==> config.mk <==
export PLATFORM = sky130hd
export DESIGN_NAME = readout_rx_iq_window_integrator
export DESIGN_NICKNAME = d
export VERILOG_FILES = /design/src/rtl/readout_rx_pkg.sv /design/src/rtl/readout_rx_iq_sat_shift.sv /design/src/rtl/readout_rx_iq_window_integrator.sv
export SDC_FILE = /design/constraint.sdc
export NUM_CORES = 1
export LEC_CHECK = 0
export ABC_AREA = 0
export CAP_MARGIN = 20
export CELL_PAD_IN_SITES_DETAIL_PLACEMENT = 1
export CELL_PAD_IN_SITES_GLOBAL_PLACEMENT = 1
export CORE_UTILIZATION = 30
export DETAILED_ROUTE_END_ITERATION = 8
export PLACE_DENSITY = 0.62
export SYNTH_ARGS = -nofsm -noshare
export SYNTH_HDL_FRONTEND = slang
export SYNTH_HIERARCHICAL = 1
export SYNTH_SLANG_ARGS = --single-unit
==> constraint.sdc <==
create_clock -name clk -period 8.2 [get_ports clk]
set_clock_uncertainty 0.05 [all_clocks]
set_input_delay 1.64 -clock clk [delete_from_list [all_inputs] [get_ports clk]]
set_output_delay 1.64 -clock clk [all_outputs]
set_load 0.05 [all_outputs]
==> src/rtl/readout_rx_pkg.sv <==
// readout_rx_pkg: state encoding and shift/saturate helper shared by the readout RX blocks.
package readout_rx_pkg;
  typedef enum logic {IDLE, ACCUM} rx_state_e;
  // Arithmetic shift (floor) followed by a clamp to a signed dw-bit range.
  function automatic logic signed [63:0] sat_shift(input logic signed [63:0] x, input int shift, input int dw);
    logic signed [63:0] s, hi, lo;
    s = x >>> shift;
    hi = (64'sd1 <<< (dw - 1)) - 64'sd1;
    lo = -(64'sd1 <<< (dw - 1));
    return s > hi ? hi : (s < lo ? lo : s);
  endfunction
endpackage

==> src/rtl/readout_rx_iq_sat_shift.sv <==
// readout_rx_iq_sat_shift: combinational arithmetic shift plus saturation of one accumulator lane.
module readout_rx_iq_sat_shift
  import readout_rx_pkg::*;
#(
  parameter int IN_WIDTH = 24,
  parameter int OUT_WIDTH = 16,
  parameter int SHIFT = 8
) (
  input  logic signed [IN_WIDTH-1:0]  din,
  output logic signed [OUT_WIDTH-1:0] dout
);
  assign dout = OUT_WIDTH'(sat_shift(64'(din), SHIFT, OUT_WIDTH));
endmodule

==> src/rtl/readout_rx_iq_window_integrator.sv <==
// readout_rx_iq_window_integrator: boxcar-integrates I/Q over programmable windows and frames each measurement.
module readout_rx_iq_window_integrator
  import readout_rx_pkg::*;
#(
  parameter int SAMPLE_WIDTH = 16,
  parameter int DATA_WIDTH = 16,
  parameter int WINDOW_COUNTER_WIDTH = 8,
  parameter int NUM_WINDOW_WIDTH = 8,
  parameter int ACC_WIDTH = SAMPLE_WIDTH + WINDOW_COUNTER_WIDTH,
  parameter int OUT_SHIFT = 8
) (
  input  logic                               clk,
  input  logic                               rst,
  input  logic                               window_len_wr_en,
  input  logic [WINDOW_COUNTER_WIDTH-1:0]    window_len_wr_data,
  input  logic                               num_window_wr_en,
  input  logic [NUM_WINDOW_WIDTH-1:0]        num_window_wr_data,
  input  logic                               meas_start,
  input  logic                               meas_abort,
  input  logic                               valid_in,
  input  logic signed [SAMPLE_WIDTH-1:0]     i_sample,
  input  logic signed [SAMPLE_WIDTH-1:0]     q_sample,
  output logic                               busy,
  output logic                               valid_out,
  output logic signed [DATA_WIDTH-1:0]       i_out,
  output logic signed [DATA_WIDTH-1:0]       q_out,
  output logic                               start_count_out,
  output logic                               finish_count_out
);
  rx_state_e state, state_nx;
  logic [WINDOW_COUNTER_WIDTH-1:0] window_len_reg, len_sh, sample_cnt;
  logic [NUM_WINDOW_WIDTH-1:0] num_window_reg, nwin_sh, win_cnt;
  logic signed [ACC_WIDTH-1:0] acc_i, acc_q, sum_i, sum_q;
  logic signed [DATA_WIDTH-1:0] sat_i, sat_q;
  logic start_ok, take, win_end, last_win;

  assign start_ok = state == IDLE && meas_start;
  assign take = state == ACCUM && valid_in && !meas_abort;
  assign win_end = take && sample_cnt == len_sh - WINDOW_COUNTER_WIDTH'(1);
  assign last_win = win_end && win_cnt == nwin_sh - NUM_WINDOW_WIDTH'(1);
  // The window's closing sample goes straight into the output path so the accumulator can reload at once.
  assign sum_i = acc_i + ACC_WIDTH'(i_sample);
  assign sum_q = acc_q + ACC_WIDTH'(q_sample);

  readout_rx_iq_sat_shift #(.IN_WIDTH(ACC_WIDTH), .OUT_WIDTH(DATA_WIDTH), .SHIFT(OUT_SHIFT))
    u_sat_i (.din(sum_i), .dout(sat_i));
  readout_rx_iq_sat_shift #(.IN_WIDTH(ACC_WIDTH), .OUT_WIDTH(DATA_WIDTH), .SHIFT(OUT_SHIFT))
    u_sat_q (.din(sum_q), .dout(sat_q));

  always_ff @(posedge clk or negedge rst)
    if (!rst) state <= IDLE;
    else state <= state_nx;

  always_comb
    state_nx = state == IDLE ? (meas_start ? ACCUM : IDLE) : (meas_abort || last_win ? IDLE : ACCUM);

  always_comb busy = state == ACCUM;

  always_ff @(posedge clk or negedge rst)
    if (!rst) begin
      window_len_reg <= WINDOW_COUNTER_WIDTH'(1);
      num_window_reg <= NUM_WINDOW_WIDTH'(1);
    end else begin
      if (window_len_wr_en) window_len_reg <= window_len_wr_data;
      if (num_window_wr_en) num_window_reg <= num_window_wr_data;
    end

  always_ff @(posedge clk or negedge rst)
    if (!rst) begin
      acc_i <= '0;
      acc_q <= '0;
      sample_cnt <= '0;
      win_cnt <= '0;
      len_sh <= WINDOW_COUNTER_WIDTH'(1);
      nwin_sh <= NUM_WINDOW_WIDTH'(1);
    end else if (start_ok) begin
      acc_i <= '0;
      acc_q <= '0;
      sample_cnt <= '0;
      win_cnt <= '0;
      len_sh <= window_len_reg == '0 ? WINDOW_COUNTER_WIDTH'(1) : window_len_reg;
      nwin_sh <= num_window_reg == '0 ? NUM_WINDOW_WIDTH'(1) : num_window_reg;
    end else if (state == ACCUM && meas_abort) begin
      acc_i <= '0;
      acc_q <= '0;
      sample_cnt <= '0;
      win_cnt <= '0;
    end else if (take) begin
      acc_i <= win_end ? '0 : sum_i;
      acc_q <= win_end ? '0 : sum_q;
      sample_cnt <= win_end ? '0 : sample_cnt + WINDOW_COUNTER_WIDTH'(1);
      win_cnt <= win_end ? win_cnt + NUM_WINDOW_WIDTH'(1) : win_cnt;
    end

  always_ff @(posedge clk or negedge rst)
    if (!rst) begin
      valid_out <= 1'b0;
      i_out <= '0;
      q_out <= '0;
      start_count_out <= 1'b0;
      finish_count_out <= 1'b0;
    end else begin
      valid_out <= win_end;
      start_count_out <= win_end && win_cnt == '0;
      finish_count_out <= last_win;
      if (win_end) begin
        i_out <= sat_i;
        q_out <= sat_q;
      end
    end
endmodule

==> results of run 1 <==
==> through the flow <==
step / power (mW) / worst slack, ns / std cells / utilization (%)
floorplan: 2.08 / 4.23 / 846 / -
finish: 3.14 / 3.96 / 1243 / 37.1
detailed placement: 2.36 / 3.15 / 1210 / 34.8
global route: 3.37 / 3.73 / 1243 / 37.1
CTS: 3.17 / 3.62 / 1242 / 37.1
global placement: 2.34 / 3.28 / 1210 / 34.8
==> power by group <==
part	total [mW]	switching [mW]	internal, mW
Clock	0.781	0.348	0.433
Combinational	1.41	0.806	0.608
Sequential	0.943	0.125	0.818
Total	3.14	1.28	1.86
==> metal layers <==
layer  vias to the layer above  global-route usage, %
met1                      3094                   21.9
met3                        17                   3.72
met5                         -                      0
met2                        78                   25.9
li1                       3082                      -
met4                         2                   4.75
==> worst min path at each step <==
stage / start / to / slack (ns) / cells past startpoint
after CTS: acc_q[23]$_DFFE_PN0P_ / acc_q[23]$_DFFE_PN0P_ / 0.41 / 1
after global routing: acc_q[23]$_DFFE_PN0P_ / acc_q[23]$_DFFE_PN0P_ / 0.43 / 1
after global placement: acc_q[23]$_DFFE_PN0P_ / acc_q[23]$_DFFE_PN0P_ / 0.40 / 1
after floorplan: acc_q[23]$_DFFE_PN0P_ / acc_q[23]$_DFFE_PN0P_ / 0.37 / 1
final: acc_q[23]$_DFFE_PN0P_ / acc_q[23]$_DFFE_PN0P_ / 0.40 / 1
after detailed placement: acc_q[23]$_DFFE_PN0P_ / acc_q[23]$_DFFE_PN0P_ / 0.40 / 1
==> area by class of cell <==
cell class              instances  area share, %
clock buffers                  17           4.38
multi-input cells             627           44.8
clock inverters                15           1.70
flip-flops and latches        132           34.1
repair buffers                 95           9.81
inverters                      22          0.851
well taps                     335           4.32
==> worst max-delay path, stage by stage <==
cell,delay [ns]
clkdlybuf4s50_1,0.48
ha_1,0.19
inv_1,0.06
fa_1,0.41
nor2b_1,0.16
o31a_1,0.23
o221a_4,0.24
o31ai_2,0.11
o31ai_2,0.43
a31oi_1,0.17
xnor2_1,0.18
a22o_1,0.21
==> flow_summary.yaml, run 1 <==
worst_setup_path:
  crit_required_ns: 8.48
  cp-startpoint: "i_sample[0]"
  cp-start-kind: "input port"
  crit_arrival_ns: 4.52
  critPathCapture: "acc_i[20]$_DFFE_PN0P_"
  r2r_cells: 11
  rrSetupSlack_ns: 5.01
  r2r-end: "acc_q[23]$_DFFE_PN0P_"
  critPathCaptureType: "flop"
  crit_type: "input port to flop"
  crit_fanout: 3
  r2r_start: "len_sh[0]$_DFFE_PN1P_"
drt:
  wl_um: 20900
  drt-initial-drc-count: 329
  dr_total_vias: 6273
  drtPass1Iterations: 6
  avgViaCountPerCell: 5.05
  drc: 15
  wl_per_cell_um: 16.8
  top_layer: "met5"
  wl_met3_um: 653
  wl_met1_um: 10400
  antenna_left: 0
  dr_wl_met2_um: 9560
timing:
  hold_violations: 0
  rsz0062_at_grt: "no"
  slew_headroom_pct: 37.3
  finalCritPeriodShare_pct: 51.7
  fin_hold_ws_ns: 0.402
  setup_tns_ns: 0
  fmax_mhz: 236
  setup_viol: 0
  max_slew.worst_pin.slew_ns: 0.941
  slew_violations: 0
  period_needed_ns: 4.24
finish:
  largestRegisters: "acc_i: 24 flops, acc_q: 24 flops"
  area_growth_pct: 21.3
  drive_gt1_share_pct: 9.69
  layout_common_cells: "nand2_1 (140), dfrtp_1 (128), clkdlybuf4s50_1 (89)"
  final_common_cell: "nand2_1"
  nNetsFinal: 1003
  diodes: 0
  num-fill-cells: 3012
  multi_input_area_sq_um: 4350
  seq_area_sq_um: 3310
  finish.instance_area_sq_um: 9710
clock_network:
  clk_latency_ns: 0.44
  cts_buffer_depth: 2
  cts_resized: 0
  h-tree-depth: 4
  root_buffer: "clkbuf_16"
  ctsHoldBuffers: 0
  post_cts_buffers: 0
  tritoncts: "done"
  numClockSinks: 132
  clk_pin_slew_ns: 0.06
  cts-buffers-inserted: 17
grt:
  grt_pass1_wl_um: 34400
  grt_pass1_vias: 6533
  grt_max_degree: 68
  overflow: 0
  antenna_found_initial: 1
  grt_use_total_pct: 16.3
die:
  rows: 59
  dieHeight_um: 165
  die_w_um: 165
  dieArea_sq_um: 27300
  core-area_sq_um: 26100
  io_pins: 91
  initial_utilization_pct: 30.6
placement:
  port_buffers: 90
  gp_congestion: 0.798
  place_area_sq_um: 9090
  hpwlAfterDp_um: 14400
synthesis:
  synth_fp_nets: 954
  yosysWarnings: 6
  synth_cells: 846
  avgSynthCellArea_sq_um: 9.45
  syn_area_sq_um: 8000
run_status:
  status: "finished, violations left"
  violations: "design-rule violations"
power_and_ir_drop:
  ir_drop_mv: 0.135
  power_leakage_nw: 4.44
  p_per_area_nw_per_um2: 323
flow_run:
  cap_violations: 0
min_path:
  hold_class: "flop to flop"
(Power assumes the default switching activity.)
==> inputs of run 2 (changes only) <==
==> constraint.sdc (replaced) <==
create_clock -name clk -period 4.1 [get_ports clk]
set_clock_uncertainty 0.05 [all_clocks]
set_input_delay 0.82 -clock clk [delete_from_list [all_inputs] [get_ports clk]]
set_output_delay 0.82 -clock clk [all_outputs]
set_load 0.05 [all_outputs]
==> run 2 against run 1 <==
  * Largest power group unchanged
  * Sequential share of layout area is 0.28 points lower
  * Worst hold slack worse by 0.0052 ns
  * Power is 99% higher
  * The run still ends with design-rule violations left
  * Largest cell class unchanged
==> flow_summary.yaml, run 2 (synthesis gave the netlist of run 1 again) <==
run_status:
  status: "finished, violations left"
  violations: "design-rule violations"
timing:
  setup_tns_ns: 0
  fmax_mhz: 296
  worst_slack_ns: 0.718
  slew_headroom_pct: 40.6
  period_needed_ns: 3.38
  setup_viol: 0
  hold_violations: 0
  rsz0062_at_grt: "no"
  max_slew.worst_pin.slew_ns: 0.891
  finalCritPeriodShare_pct: 82.5
  slew_violations: 0
finish:
  seq_area_sq_um: 3310
  num-fill-cells: 2997
  finish.instance_area_sq_um: 9790
  drive_gt1_share_pct: 10.7
  multi_input_area_sq_um: 4350
  nNetsFinal: 1013
  fin_util_pct: 37.4
  largestRegisters: "acc_i: 24 flops, acc_q: 24 flops"
  diodes: 0
  final_common_cell: "nand2_1"
  layout_common_cells: "nand2_1 (140), dfrtp_1 (128), clkdlybuf4s50_1 (89)"
  area_growth_pct: 22.3
grt:
  antenna_found_initial: 2
  grt_pass1_vias: 6557
  grt_use_total_pct: 16.0
  grt_pass1_wl_um: 33900
  overflow: 0
  grt_max_degree: 89
power_and_ir_drop:
  power.share.clock_pct: 24.8
  power_leakage_nw: 4.49
  internal_power_mw: 3.68
  switching_share_pct: 41.0
  pwr-share-comb_pct: 45.0
  power.total_mw: 6.24
  p_seq_share_pct: 30.1
  ir_drop_mv: 0.291
  p_per_area_nw_per_um2: 638
  power_switching_mw: 2.56
drt:
  wl_per_cell_um: 16.3
  drt-initial-drc-count: 305
  drc: 15
  antenna_left: 0
  avgViaCountPerCell: 5.01
  wl_um: 20400
  drtPass1Iterations: 6
  dr_total_vias: 6272
worst_setup_path:
  cp_common_cell: "o31ai_2"
  crit_required_ns: 4.37
  rrSetupSlack_ns: 1.14
  cp-start-kind: "input port"
  r2r_cells: 10
  slowest_delay_ns: 0.47
  crit_arrival_ns: 3.65
  cp_cell_sequence: "clkdlybuf4s50_1 > ha_1 > inv_1 > fa_1 > nor2b_1 > o31a_1 > o221a_4 > o31ai_2 > o31ai_2 > a311oi_2 > xnor2_1 > a22o_1"
  critPathSlowestCell: "clkdlybuf4s50_1"
  crit_fanout: 3
  critPathCaptureType: "flop"
  crit_type: "input port to flop"
placement:
  hpwlAfterDp_um: 15000
  port_buffers: 90
  dpl_worst_slack_ns: 0.268
  gp_congestion: 0.830
  place_area_sq_um: 9180
clock_network:
  tritoncts: "done"
  clk_latency_ns: 0.43
  post_cts_buffers: 0
  clk_pin_slew_ns: 0.07
  h-tree-depth: 4
  numClockSinks: 132
  cts-buffers-inserted: 17
  root_buffer: "clkbuf_16"
  cts_resized: 0
  ctsHoldBuffers: 0
  cts_buffer_depth: 2
flow_run:
  cap_violations: 0
die:
  dieHeight_um: 165
  core-area_sq_um: 26100
  dieArea_sq_um: 27300
  rows: 59
  die_w_um: 165
  io_pins: 91
  initial_utilization_pct: 30.6
min_path:
  hold_class: "input port to asynchronous set/reset pin"
==> run 2: cell count changes in the layout (fill, tap and decap cells not counted) <==
cell / change
buf_4: +11
bufinv_16: -1
inv_6: -3
clkinv_8: +4
inv_8: +2
clkinv_4: -1
clkinv_2: -1
buf_12: -1
==> run 2: area by class of cell <==
cell class,count,share of cell area (%)
multi-input cells,627,44.5
repair buffers,105,10.4
inverters,22,0.844
clock inverters,15,1.87
clock buffers,17,4.35
flip-flops and latches,132,33.8
well taps,335,4.28
==> run 2: worst max-delay path: cells and delay by family <==
family / cells / cell delay [ns]
compound gates: 6 / 1.37
simple gates: 1 / 0.16
xor+xnor: 1 / 0.17
buf+inv: 2 / 0.54
fa+ha+maj: 2 / 0.60
==> run 2: power by group through the flow <==
stage / Clock (mW) / Sequential, mW / Combinational [mW]
final: 1.55 / 1.88 / 2.81
after global routing: 1.65 / 1.93 / 3.14
after CTS: 1.60 / 1.89 / 2.84
after detailed placement: 0 / 1.91 / 2.83
after global placement: 0 / 1.90 / 2.79
after floorplan: 0 / 2.05 / 2.10
==> run 2: path summary, 6_finish.rpt <==
| path | to | start |
|---|---|---|
| hold / removal | acc_q[0]$_DFFE_PN0P_ | rst |
| setup / recovery | acc_i[22]$_DFFE_PN0P_ | i_sample[0] |
| setup reg to reg | acc_i[13]$_DFFE_PN0P_ | len_sh[0]$_DFFE_PN1P_ |
| hold reg to reg | q_out[1]$_DFFE_PN0P_ | q_out[1]$_DFFE_PN0P_ |
| min in group clk | q_out[1]$_DFFE_PN0P_ | q_out[1]$_DFFE_PN0P_ |
| max in group asynchronous | window_len_reg[0]$_DFFE_PN1P_ | rst |
==> run 2: through the flow <==
stage / instances / hold WS [ns]
after floorplan: 846 / 0.374
after global placement: 1221 / 0.393
after detailed placement: 1221 / 0.409
after CTS: 1253 / 0.422
after global routing: 1253 / 0.424
final: 1253 / 0.397
==> run 2: per-layer routing <==
metal  global-route usage [%]  share of wire (%)
met1                     20.9                 49
met2                     26.2                 46
met3                     3.37                3.6
met4                     5.17                1.3
met5                        0              0.059
==> inputs of run 3 (changes only) <==
==> constraint.sdc (replaced) <==
create_clock -name clk -period 3.4 [get_ports clk]
set_clock_uncertainty 0.05 [all_clocks]
set_input_delay 0.68 -clock clk [delete_from_list [all_inputs] [get_ports clk]]
set_output_delay 0.68 -clock clk [all_outputs]
set_load 0.05 [all_outputs]
==> run 3 against run 2 <==
  * The flow still finishes with violations (design-rule violations)
  * Register-to-register slack worse by 0.79 ns
  * First-iteration DRC count down 22%
  * Cell area up 4.6%
  * Clock power up 28%
  * Count of clock-buffer cells in the layout unchanged
  * Combinational power up 34%
  * Worst hold slack worse by 0.20 ns
  * Die area unchanged
  * Global-route usage up 1.3 points
  * Core utilization up 1.7 points
  * Largest power group unchanged
==> flow_summary.yaml, run 3 (synthesis gave the netlist of run 1 again) <==
run_status:
  status: "finished, violations left"
  violations: "design-rule violations"
clock_network:
  tritoncts: "done"
  cts_buffer_depth: 2
  root_buffer: "clkbuf_16"
  post_cts_buffers: 0
  clk_latency_ns: 0.44
  cts-buffers-inserted: 17
  numClockSinks: 132
  h-tree-depth: 4
  cts_resized: 0
  ctsHoldBuffers: 0
  clk_pin_slew_ns: 0.07
drt:
  drtPass1Iterations: 6
  wl_per_cell_um: 16.7
  drt-initial-drc-count: 238
  antenna_left: 0
  wl_um: 21800
  avgViaCountPerCell: 5.06
  dr_total_vias: 6600
  drc: 14
worst_setup_path:
  cp-start-kind: "input port"
  crit_arrival_ns: 3.40
  slowest_delay_ns: 0.46
  cp_cell_sequence: "clkdlybuf4s50_1 > ha_1 > inv_1 > fa_1 > nor2b_1 > o31a_1 > o221a_4 > o31ai_2 > o31ai_2 > buf_4 > a311oi_2 > xnor2_1 > a22o_1"
  crit_family: "compound AO/OA/AOI/OAI gates"
  crit_fanout: 3
  cp_common_cell: "o31ai_2"
  crit_type: "input port to flop"
  cp.buffers_inverters: 3
  cp-startpoint: "i_sample[0]"
  critPathCaptureType: "flop"
  critPathSlowestCell: "clkdlybuf4s50_1"
  r2r_start: "len_sh[0]$_DFFE_PN1P_"
  crit_required_ns: 3.67
power_and_ir_drop:
  power_switching_mw: 3.19
  switching_share_pct: 39.7
  ir_drop_mv: 0.329
  pwr-share-comb_pct: 46.9
  power_leakage_nw: 4.76
  internal_power_mw: 4.84
  power.share.clock_pct: 24.8
  p_per_area_nw_per_um2: 785
  power.total_mw: 8.03
  p_seq_share_pct: 28.3
timing:
  max_slew.worst_pin.slew_ns: 0.628
  slew_violations: 0
  period_needed_ns: 3.12
  fmax_mhz: 320
  slew_headroom_pct: 58.1
  rsz0062_at_grt: "no"
  worst_slack_ns: 0.275
  fin_hold_ws_ns: 0.194
  hold_violations: 0
  finalCritPeriodShare_pct: 91.9
  setup_viol: 0
  setup_tns_ns: 0
die:
  rows: 59
  initial_utilization_pct: 30.6
  dieHeight_um: 165
  dieArea_sq_um: 27300
  io_pins: 91
  core-area_sq_um: 26100
  die_w_um: 165
grt:
  grt_pass1_wl_um: 36900
  grt_pass1_vias: 7077
  antenna_found_initial: 1
  grt_use_total_pct: 17.3
  grt_max_degree: 64
  overflow: 0
finish:
  fin_util_pct: 39.2
  area_growth_pct: 27.9
  nNetsFinal: 1064
  drive_gt1_share_pct: 15.4
  diodes: 0
  largestRegisters: "acc_i: 24 flops, acc_q: 24 flops"
  final_common_cell: "nand2_1"
  layout_common_cells: "nand2_1 (140), dfrtp_1 (128), clkdlybuf4s50_1 (89)"
placement:
  gp_congestion: 0.808
  dpl_worst_slack_ns: -0.171
  port_buffers: 90
  hpwlAfterDp_um: 15700
min_path:
  hold_class: "input port to asynchronous set/reset pin"
flow_run:
  cap_violations: 0
-- run 3: path summary, 6_finish.rpt --
check | endpoint | slack, ns | depth (start not counted)
min | acc_q[3]$_DFFE_PN0P_ | 0.19 | 1
min in group clk | acc_q[23]$_DFFE_PN0P_ | 0.40 | 1
max | acc_i[22]$_DFFE_PN0P_ | 0.28 | 13
min reg2reg | acc_q[23]$_DFFE_PN0P_ | 0.40 | 1
max reg2reg | acc_q[23]$_DFFE_PN0P_ | 0.35 | 11
max in group asynchronous | window_len_reg[0]$_DFFE_PN1P_ | 2.32 | 2
-- run 3: power by group through the flow --
stage | combinational (mW) | clock (mW) | sequential, mW
4_1_cts | 3.82 | 2.05 | 2.28
5_1_grt | 4.19 | 2.11 | 2.34
6_report | 3.77 | 1.99 | 2.27
3_3_place_gp | 3.68 | 0 | 2.29
3_5_place_dp | 3.77 | 0 | 2.30
2_1_floorplan | 2.53 | 0 | 2.47
-- run 3: metal layers --
layer	GRT usage (%)	vias to the layer above	part of all wire (%)
li1	-	3206	-
met1	23.4	3299	48
met2	28.0	74	48
met3	3.60	19	3.0
met4	4.30	2	1.1
met5	0	-	0.078
-- run 3: cell type report --
cell class	instances	area, sq um
clock inverter	15	208
sequential	132	3310
inverter	22	82.6
clock buffer	17	425
fill	2990	15900
tap	335	419
multi-input combinational	627	4350
timing repair buffer	156	1440
-- run 3: stage by stage --
stage	instance area, sq um	cells
2_1_floorplan	8000	846
3_3_place_gp	9600	1272
3_5_place_dp	9600	1272
4_1_cts	10200	1304
5_1_grt	10200	1304
6_report	10200	1304
